File: src/rtl/dilithium_mem_pkg.sv
// Shared constants for the coefficient SRAM arbiter: SRAM geometry, requester IDs
// and the arbiter FSM state encoding.
package dilithium_mem_pkg;

  localparam int MEM_AW = 16;
  localparam int MEM_DW = 24;

  localparam int REQ_EXPANDA = 0;
  localparam int REQ_NTT     = 1;
  localparam int REQ_HOST    = 2;

  typedef enum logic {
    ARB_IDLE   = 1'b0,
    ARB_LOCKED = 1'b1
  } arb_state_e;

endpackage

File: src/rtl/coeff_mem_arbiter_if.sv
// Requester-side bundle of the coefficient SRAM arbiter: packed per-requester
// request/address/data in, one-hot grant and read-valid plus shared read data out.
interface coeff_mem_arbiter_if
  import dilithium_mem_pkg::*;
#(
  parameter int NREQ = 3,
  parameter int AW   = MEM_AW,
  parameter int DW   = MEM_DW
);
  logic [NREQ-1:0]    req;
  logic [NREQ-1:0]    lock;
  logic [NREQ-1:0]    we;
  logic [NREQ*AW-1:0] addr;
  logic [NREQ*DW-1:0] wdata;
  logic [NREQ-1:0]    gnt;
  logic [NREQ-1:0]    rvalid;
  logic [DW-1:0]      rdata;

  modport master (
    output req, lock, we, addr, wdata,
    input  gnt, rvalid, rdata
  );

  modport slave (
    input  req, lock, we, addr, wdata,
    output gnt, rvalid, rdata
  );
endinterface

File: src/rtl/rr_pick.sv
// Combinational round-robin picker: first asserted request at or after i_ptr,
// wrapping modulo N; returns one-hot, index and an any-request flag.
module rr_pick #(
  parameter int N  = 3,
  parameter int IW = (N > 1) ? $clog2(N) : 1
) (
  input  logic [N-1:0]  i_req,
  input  logic [IW-1:0] i_ptr,
  output logic [N-1:0]  o_onehot,
  output logic [IW-1:0] o_idx,
  output logic          o_any
);

  int w_j;

  always_comb begin
    o_onehot = '0;
    o_idx    = '0;
    o_any    = 1'b0;
    w_j      = 0;
    for (int i = 0; i < N; i++) begin
      w_j = int'(i_ptr) + i;
      if (w_j >= N) w_j = w_j - N;
      if (!o_any && i_req[w_j]) begin
        o_any         = 1'b1;
        o_idx         = IW'(w_j);
        o_onehot[w_j] = 1'b1;
      end
    end
  end

endmodule

File: src/rtl/coeff_mem_arbiter.sv
// Round-robin arbiter with burst lock sharing the single-port coefficient SRAM.
// Optional per-requester wait-cycle counters are built when MEM_ARB_STATS_EN is defined.
module coeff_mem_arbiter
  import dilithium_mem_pkg::*;
#(
  parameter int NREQ      = 3,
  parameter int AW        = MEM_AW,
  parameter int DW        = MEM_DW,
  parameter int MAX_BURST = 16
) (
  input  logic          clk,
  input  logic          rst,
  coeff_mem_arbiter_if.slave arb,
  output logic [AW-1:0] o_mem_A,
  output logic [DW-1:0] o_mem_D,
  output logic          o_mem_WEB,
  output logic          o_mem_CEB,
  input  logic [DW-1:0] i_mem_Q,
`ifdef MEM_ARB_STATS_EN
  input  logic          i_stat_clr,
  input  logic [2:0]    i_stat_sel,
  output logic [15:0]   o_stat_out,
`endif
  output logic          o_busy
);

  localparam int IW = (NREQ > 1) ? $clog2(NREQ) : 1;
  localparam int BW = $clog2(MAX_BURST + 1);

  arb_state_e      r_state, w_state_nxt;
  logic [IW-1:0]   r_owner, w_owner_nxt;
  logic [IW-1:0]   r_rr_ptr, w_rr_ptr_nxt;
  logic [BW-1:0]   r_burst_cnt, w_burst_nxt;
  logic [NREQ-1:0] r_rvalid;

  logic [NREQ-1:0] w_gnt;
  logic [IW-1:0]   w_gidx;
  logic            w_gany;
  logic            w_hold;
  logic            w_issue;
  logic [IW-1:0]   w_pick_ptr;
  logic [NREQ-1:0] w_pick_oh;
  logic [IW-1:0]   w_pick_idx;
  logic            w_pick_any;

  function automatic logic [IW-1:0] wrap_inc(input logic [IW-1:0] v);
    if (int'(v) >= NREQ - 1) return '0;
    return v + 1'b1;
  endfunction

  assign w_hold = (r_state == ARB_LOCKED) && arb.req[r_owner] && arb.lock[r_owner] &&
                  (r_burst_cnt < BW'(MAX_BURST));

  // Leaving a burst re-arbitrates in the same cycle from the slot after the owner
  assign w_pick_ptr = (r_state == ARB_LOCKED) ? wrap_inc(r_owner) : r_rr_ptr;

  rr_pick #(.N(NREQ), .IW(IW)) u_pick (
    .i_req    (arb.req),
    .i_ptr    (w_pick_ptr),
    .o_onehot (w_pick_oh),
    .o_idx    (w_pick_idx),
    .o_any    (w_pick_any)
  );

  always_comb begin
    w_state_nxt  = r_state;
    w_owner_nxt  = r_owner;
    w_rr_ptr_nxt = r_rr_ptr;
    w_burst_nxt  = r_burst_cnt;
    w_gnt        = '0;
    w_gidx       = r_owner;
    w_gany       = 1'b0;
    if (w_hold) begin
      w_gnt[r_owner] = 1'b1;
      w_gany         = 1'b1;
      w_burst_nxt    = r_burst_cnt + 1'b1;
    end else begin
      w_state_nxt  = ARB_IDLE;
      w_rr_ptr_nxt = w_pick_ptr;
      w_burst_nxt  = '0;
      if (w_pick_any) begin
        w_gnt  = w_pick_oh;
        w_gidx = w_pick_idx;
        w_gany = 1'b1;
        if (arb.lock[w_pick_idx]) begin
          w_state_nxt = ARB_LOCKED;
          w_owner_nxt = w_pick_idx;
          w_burst_nxt = BW'(1);
        end else begin
          w_rr_ptr_nxt = wrap_inc(w_pick_idx);
        end
      end
    end
  end

  always_ff @(posedge clk) begin
    if (rst) begin
      r_state     <= ARB_IDLE;
      r_owner     <= '0;
      r_rr_ptr    <= '0;
      r_burst_cnt <= '0;
      r_rvalid    <= '0;
    end else begin
      r_state     <= w_state_nxt;
      r_owner     <= w_owner_nxt;
      r_rr_ptr    <= w_rr_ptr_nxt;
      r_burst_cnt <= w_burst_nxt;
      r_rvalid    <= arb.gnt & ~arb.we;
    end
  end

  // Grants and read-valid are masked while reset is held so an aborted read never reports
  assign w_issue    = w_gany & ~rst;
  assign arb.gnt    = rst ? '0 : w_gnt;
  assign arb.rvalid = r_rvalid & {NREQ{~rst}};
  assign arb.rdata  = i_mem_Q;

  assign o_mem_CEB = ~w_issue;
  assign o_mem_WEB = w_issue ? ~arb.we[w_gidx] : 1'b1;
  assign o_mem_A   = w_issue ? arb.addr[w_gidx*AW +: AW] : '0;
  assign o_mem_D   = w_issue ? arb.wdata[w_gidx*DW +: DW] : '0;
  assign o_busy    = (r_state == ARB_LOCKED) || (|arb.req);

`ifdef MEM_ARB_STATS_EN
  logic [15:0] r_stat_cnt [NREQ];
  logic [15:0] r_stat_out;
  logic [15:0] w_stat_mux;

  always_comb begin
    w_stat_mux = '0;
    for (int k = 0; k < NREQ; k++) begin
      if (int'(i_stat_sel) == k) w_stat_mux = r_stat_cnt[k];
    end
  end

  always_ff @(posedge clk) begin
    if (rst || i_stat_clr) begin
      for (int k = 0; k < NREQ; k++) r_stat_cnt[k] <= '0;
      r_stat_out <= '0;
    end else begin
      for (int k = 0; k < NREQ; k++) begin
        if (arb.req[k] && !arb.gnt[k] && (r_stat_cnt[k] != 16'hFFFF))
          r_stat_cnt[k] <= r_stat_cnt[k] + 16'd1;
      end
      r_stat_out <= w_stat_mux;
    end
  end

  assign o_stat_out = r_stat_out;
`endif

endmodule

File: src/flat_wrapper.sv
// flat-port wrapper written by rule: the top's interface ports become plain ports
module coeff_mem_arbiter_flat import dilithium_mem_pkg::*;
#(
  parameter int NREQ      = 3,
  parameter int AW        = MEM_AW,
  parameter int DW        = MEM_DW,
  parameter int MAX_BURST = 16
)
  (clk, rst, o_mem_A, o_mem_D, o_mem_WEB, o_mem_CEB, i_mem_Q, o_busy, arb_req, arb_lock, arb_we, arb_addr, arb_wdata, arb_gnt, arb_rvalid, arb_rdata);
  coeff_mem_arbiter_if #(.NREQ(NREQ), .AW(AW), .DW(DW)) arb_i ();
  input  logic clk;
  input  logic rst;
  output logic [AW-1:0] o_mem_A;
  output logic [DW-1:0] o_mem_D;
  output logic o_mem_WEB;
  output logic o_mem_CEB;
  input  logic [DW-1:0] i_mem_Q;
  output logic o_busy;
  input wire logic [$bits(arb_i.req)-1:0] arb_req;
  input wire logic [$bits(arb_i.lock)-1:0] arb_lock;
  input wire logic [$bits(arb_i.we)-1:0] arb_we;
  input wire logic [$bits(arb_i.addr)-1:0] arb_addr;
  input wire logic [$bits(arb_i.wdata)-1:0] arb_wdata;
  output wire logic [$bits(arb_i.gnt)-1:0] arb_gnt;
  output wire logic [$bits(arb_i.rvalid)-1:0] arb_rvalid;
  output wire logic [$bits(arb_i.rdata)-1:0] arb_rdata;
  assign arb_i.req = arb_req;
  assign arb_i.lock = arb_lock;
  assign arb_i.we = arb_we;
  assign arb_i.addr = arb_addr;
  assign arb_i.wdata = arb_wdata;
  assign arb_gnt = arb_i.gnt;
  assign arb_rvalid = arb_i.rvalid;
  assign arb_rdata = arb_i.rdata;
  coeff_mem_arbiter #(.NREQ(NREQ), .AW(AW), .DW(DW), .MAX_BURST(MAX_BURST)) u_core (.clk(clk), .rst(rst), .arb(arb_i), .o_mem_A(o_mem_A), .o_mem_D(o_mem_D), .o_mem_WEB(o_mem_WEB), .o_mem_CEB(o_mem_CEB), .i_mem_Q(i_mem_Q), .o_busy(o_busy));
endmodule
File: config.mk
export PLATFORM = sky130hd
export DESIGN_NAME = coeff_mem_arbiter_flat
export DESIGN_NICKNAME = d
export VERILOG_FILES = /design/src/rtl/dilithium_mem_pkg.sv /design/src/rtl/coeff_mem_arbiter_if.sv /design/src/rtl/rr_pick.sv /design/src/rtl/coeff_mem_arbiter.sv /design/src/flat_wrapper.sv
export SDC_FILE = /design/constraint.sdc
export NUM_CORES = 1
export LEC_CHECK = 0
export CORE_MARGIN = 2
export CORE_UTILIZATION = 37
export CTS_BUF_LIST = sky130_fd_sc_hd__clkbuf_4
export CTS_CLUSTER_DIAMETER = 50
export DETAILED_ROUTE_END_ITERATION = 10
export PLACE_DENSITY = 0.88
export SLEW_MARGIN = 20
export SYNTH_ARGS = -nofsm -noshare
export SYNTH_HDL_FRONTEND = slang
export SYNTH_SLANG_ARGS = --single-unit
File: constraint.sdc
create_clock -name clk -period 4.25 [get_ports clk]
set_input_delay 0.85 -clock clk [delete_from_list [all_inputs] [get_ports clk]]
set_output_delay 0.85 -clock clk [all_outputs]
set_load 0.01 [all_outputs]
# [Word level (Yosys, flattened, before mapping)]
# Index checks and enable logic that the tools add are counted.
# Widths: inputs -> output; s select.
[totals] out_inout_bits=73 in_bits=155 elab_cells=120 regBits=13
[op_classes] bitwise_logic=10 reduce_logical=14 n_addsub=8 n_lt_le_gt_ge=16 shift=2 multipliers=1 mux=64
[op_table] cell="$ge 32x1->1 const B" n=3
[op_table] cell="$lt 32x4->1 const B" n=3
[op_table] cell="$mux 32" n=3
[op_table] cell="$shiftx 72x8->24" n=1
[op_table] cell="$shiftx 48x7->16" n=1
[op_table] cell="$mux 1" n=28
[op_table] cell="$mux 2" n=12
[op_table] cell="$mux 24" n=1
[op_table] cell="$mux 3" n=6
[op_table] cell="$mux 16" n=1
[op_table] cell="$bmux 1 s2" n=7
[op_table] cell="$mux 5" n=2
[op_table] cell="$logic_and 1x1->1" n=9
[op_table] cell="$lt 2x3->1 const B" n=3
[op_table] cell="$demux 1 s2" n=4
[op_table] cell="$sub 3x2->4 const B" n=2
[op_table] cell="$and 3x3->3" n=2
[op_table] cell="$ge 2x2->1 const B" n=3
[op_table] cell="$ge 3x2->1 const B" n=2
[op_table] cell="$or 3x3->3" n=2
[op_table] cell="$add 5x1->5 const B" n=1
[op_table] cell="$lt 5x5->1 const B" n=1
[op_table] cell="$add 2x1->2 const B" n=2
[op_table] cell="$mul 2x2->4 const B" n=1
[op_table] cell="other kinds (11)" n=15

# [Logic depth before layout (Yosys ltp)]
# Gate-level depths: netlist of run 1.
[logic_depth] word_depth=24 ltp_mapped=14 mapped_depth_nobuf=10

# [By module]
# Synthesis of run 1 repeated with hierarchy kept, for this count alone.
[unflattened] hier_cells=254 area_unflattened_um2=2434.8
[modules_own_cells] module="coeff_mem_arbiter" n_inst=1 area_each_um2=2135.8 cells_per_inst=213 seq_area_each_um2=260.2
[modules_own_cells] module="rr_pick" n_inst=1 area_each_um2=299.0 cells_per_inst=41 seq_area_each_um2=0.0

# [Worst setup path after synthesis of run 1]
# Ideal clock, no wire load.
[synth_path] path_type="register to output" startpoint="register u_core.r_owner[0]" endpoint="output o_mem_D[10]" arrival_ns=2.610 slack_ns=0.790 n_path_buf=3 t_required_ns=3.400 path_stages_with_launch=14 cell_sequence="dfxtp_1 -> buf_4 -> nor2_1 -> mux2i_1 -> inv_1 -> ha_1 -> buf_2 -> a21boi_0 -> nor4_2 -> o21a_2 -> nor2_1 -> buf_1 -> o211ai_1 -> a32o_1"
[synth_between] elab_chain_len=21 word_cells_on_any_way=50 cone_classes="add/sub (6); mul (1); order compare (4); shift (1); mux (30); bitwise (1); reduce/logical (7)"
[synth_rtl] element="from (decl)" line_no="coeff_mem_arbiter.sv:31" source="logic [IW-1:0] r_owner, w_owner_nxt;"
[synth_rtl] element="from (signal assigned)" line_no="coeff_mem_arbiter.sv:105" source="r_owner <= w_owner_nxt;"
[synth_rtl] element="branches (longest 20 deep; another with $sub 3x2->4)"
[synth_rtl] element="$mux 24 *" line_no="coeff_mem_arbiter.sv:121" source="assign o_mem_D = w_issue ? arb.wdata[w_gidx*DW +: DW] : '0;"
[synth_rtl] element="to (decl)" line_no="flat_wrapper.sv:14" source="output logic [DW-1:0] o_mem_D;"
# Every way passes the cells marked *. The select of a mux whose other input is x is not followed.

# [Final worst setup path of run 1]
[layout_path] startpoint="input arb_req[2]" endpoint="output o_mem_D[3]"
[layout_between] elab_chain_len=15 word_cells_on_any_way=32 cone_classes="mul (1); shift (1); mux (22); bitwise (1); reduce/logical (7)"
[layout_rtl] element="from (decl)" line_no="flat_wrapper.sv:19" source="input wire logic [$bits(arb_i.req)-1:0] arb_req;"
[layout_rtl] element="$bmux 1 s2" line_no="rr_pick.sv:24" source="if (!o_any && i_req[w_j]) begin"
[layout_rtl] element="$mux 1 (not written as such) (2 in a row)" line_no="rr_pick.sv:24"
[layout_rtl] element="$mux 1" line_no="rr_pick.sv:24"
[layout_rtl] element="$logic_not 1->1" line_no="rr_pick.sv:24"
[layout_rtl] element="$logic_and 1x1->1" line_no="rr_pick.sv:24"
[layout_rtl] element="$mux 1" line_no="rr_pick.sv:24"
[layout_rtl] element="$logic_not 1->1" line_no="rr_pick.sv:24"
[layout_rtl] element="$logic_and 1x1->1" line_no="rr_pick.sv:24"
[layout_rtl] element="$mux 2 / $mux 1 (equally long branches)" line_no="rr_pick.sv:24"
[layout_rtl] element="$mux 2" line_no="coeff_mem_arbiter.sv:81" source="if (w_pick_any) begin"
[layout_rtl] element="$mux 2" line_no="coeff_mem_arbiter.sv:73" source="if (w_hold) begin"
[layout_rtl] element="$mul 2x2->4" line_no="coeff_mem_arbiter.sv:121"
[layout_rtl] element="$shiftx 72x8->24" line_no="coeff_mem_arbiter.sv:121"
[layout_rtl] element="$mux 24 *" line_no="coeff_mem_arbiter.sv:121"
# Every way passes the cells marked *; elsewhere a longest branch is shown, timed or not. The select of a mux whose other input is x is not followed.

==> reports/qor.yml, run 1 <==
clock_tree:
  numCtsBuffers: 3
  cts_root_buf: "clkbuf_4"
  clk_pin_slew_ns: 0.09
  insertion_delay_ns: 0.29
  cts_sinks: 13
  htreeDepth: 1
  ctsHoldBuffers: 0
  clk_path_buf_depth: 2
  cts_tree: "yes"
logic_synthesis:
  yosysSeqAreaShare_pct: 7.93
  synth_top_family_by_area: "compound AO/OA/AOI/OAI gates"
  synthesis.nets: 626
  synthAdderAreaFrac_pct: 1.14
  avgSynthCellArea_um2: 7.01
  yosys.area_share.simple_pct: 26.0
  synth-seq-cells: 13
  syn_area_mm2: 0.00328
  async_flop_share_pct: 0
  synth_compound_area_share_pct: 32.8
  ys_warn_count: 0
  synth_edf_count: 0
  synth.area.mux_share_pct: 13.8
  synthXorXnorAreaFrac_pct: 0.534
  synthFlopType: "dfxtp_1"
  synth.lib_cells_used.distinct: 65
  synthCells: 468
timing:
  worst_slack_ns: -0.0164
  worst_slew_pin_slew_ns: 0.578
  max_freq_ghz: 0.234
  maxSlewViolCount: 0
  finClkSkew_ns: 0.00753
  setup_violations: 1
  rsz0062_at_grt: "true"
  hold_violations: 0
  timing.final.crit_period_ns: 4.27
  relSlewSlack_pct: 61.5
  finalCritPeriodShare_pct: 100
global_route:
  grt_antenna_before_repair: 0
  grt_usage_pct: 27.2
  grt_pass1_vias: 4435
  grt_pass1_wl_um: 21900
  grt_start_max_net_pins: 47
  overflow: 0
power_and_ir_drop:
  power.density_mw_per_mm2: 905
  vdd_drop_max_v: 0.000444
  p_leak_uw: 0.00247
drt:
  routed_wl_um: 14500
  drtAntennaViolNets: 0
  post_drt_wl_per_cell_um: 19.2
  drt-initial-drc-count: 486
  drc: 0
  vias: 4639
  viasPerCell: 6.14
  drtPass1Iterations: 5
finish:
  multiInputGateArea_mm2: 0.00254
  final_cell_mix: "clkdlybuf4s50_1 (137), buf_4 (52), nand2_1 (50)"
  final_common_cell: "clkdlybuf4s50_1"
  fillerInstances: 768
  drive_above_1_share_pct: 16.4
  fin_area_mm2: 0.00566
  utilization_pct: 65.2
  register_area_um2: 269
  syn_to_final_growth_pct: 72.4
  diodes: 0
  nets: 807
placement:
  numPortBuffers: 179
  dpl.hpwl_um: 10400
  finalWeightedCongestion: 0.924
  placed_cell_area_mm2: 0.00534
worst_setup_path:
  path_cells: "clkdlybuf4s50_1 -> buf_4 -> nand2b_1 -> a22oi_1 -> a41o_2 -> o41ai_4 -> buf_6 -> buf_12 -> a32o_1 -> clkdlybuf4s50_1"
  worstSetupEndpointType: "primary output"
  cp_slowest_cell: "clkdlybuf4s50_1"
  cp.required_ns: 3.40
  cp.arrival_ns: 3.42
  critPathTopFamily: "buffers and inverters"
  rr_worst_depth: 12
  critPathLaunchType: "input pin"
  critPathBufInv: 5
  cp_common_cell: "clkdlybuf4s50_1"
  crit_cells: 10
  crit_path_max_incr_delay_ns: 0.56
  setup.worst_path.class: "in2out"
  cp_max_fo: 15
outcome:
  run_status: "finished with violations"
  violations: "setup timing"
die:
  num_rows: 34
  die_h_um: 98.2
  start_util_pct: 37.8
  core-area_mm2: 0.00868
  die_area_mm2: 0.00964
  die_w_um: 98.2
  io_pins: 228
min_path:
  min_path_cells: 2
  min-delay-path-class: "reg2reg"
job:
  maxCapViolCount: 0
-- through the flow --
stage	setup TNS (ns)	hold slack, ns	total power (µW)	setup slack [ns]	instances
finish	-0.0164	0.481	5120	-0.0164	756
detailed placement	-5.49	0.471	4720	-0.204	734
global placement	-4.17	0.464	4640	-0.172	734
global route	-0.240	0.522	5440	-0.0971	756
CTS	-0.0248	0.483	4890	-0.0248	750
floorplan	0	0.451	2730	0.790	468
-- what timing repair did --
item,4_1_cts,5_1_grt
resized for setup,43,28
pin swaps,4,2
cloned,1,1
setup endpoints to repair,43,40
buffers inserted,11,5
endpoints found under the hold margin,0,0
-- layer usage --
layer | wire length [µm] | GRT usage (%) | up-vias
met3 | 1180 | 3.22 | 49
met2 | 7060 | 47.8 | 293
li1 | - | - | 2140
met4 | 430 | 8.32 | 0
met5 | 0 | 0 | -
met1 | 5830 | 34.7 | 2157
-- state kept, by name, summed over array words and instances (netlist names) --
register,count
u_core.r_burst_cnt,5
u_core.r_owner,2
u_core.r_rr_ptr,2
u_core.r_rvalid,3
u_core.r_state,1
-- synth_stat cells, types with 8 or more instances --
library cell   n  area, µm²
o211ai_1      40        300
a21oi_1       11       55.1
dfxtp_1       13        260
nand2_1       50        188
nand3_1        8       40.0
nand4_1       43        269
a32o_1        40        400
buf_4         25        188
nor2_1         8       30.0
buf_2         21        105
inv_1         49        184
clkbuf_1      22       82.6
mux2i_1       43        430
-- worst register-to-register path: cells and delay by family (launching register included) --
kind            cells  cell delay (ns)
simple gates        3             0.87
buf+inv             4             0.65
compound gates      3             0.49
flops               1             0.39
fa+ha+maj           1             0.26
mux                 1             0.23
-- logic make-up (layout without fill, tap and decap cells) --
family / after synthesis / after routing
simple gates: 154 / 154
compound gates: 130 / 130
buf+inv: 121 / 301
mux: 45 / 45
flops: 13 / 13
fa+ha+maj: 3 / 3
xor+xnor: 2 / 2
-- path summary, 6_finish.rpt --
path,startpoint,endpoint,slack (ns)
min,u_core.r_burst_cnt[3],u_core.r_burst_cnt[4],0.48
min reg2reg,u_core.r_burst_cnt[3],u_core.r_burst_cnt[4],0.48
max reg2reg,u_core.r_state,u_core.r_owner[0],1.29
max,arb_req[2],o_mem_D[3],-0.02
-- report_power, final --
part           leakage [µW]  internal [µW]  switching [µW]
combinational       0.00235           2450            2400
clock             0.0000177           35.1            47.1
sequential         0.000108            158            31.9
total               0.00247           2640            2480
-- area by class of cell --
class,count,share of cell area [%]
multi-input cells,334,44.9
repair buffers,248,44.2
flip-flops and latches,13,4.75
inverters,49,3.25
well taps,108,2.39
clock buffers,3,0.398
clock inverters,1,0.0884
No activity file was read; power rests on OpenSTA's default activity.
==> run 2, diff against run 1 <==
- GPL_ROUTABILITY_DRIVEN: unset -> 1
==> results of run 2 <==
Final layout, timing and power as in run 1 (identical DEF).
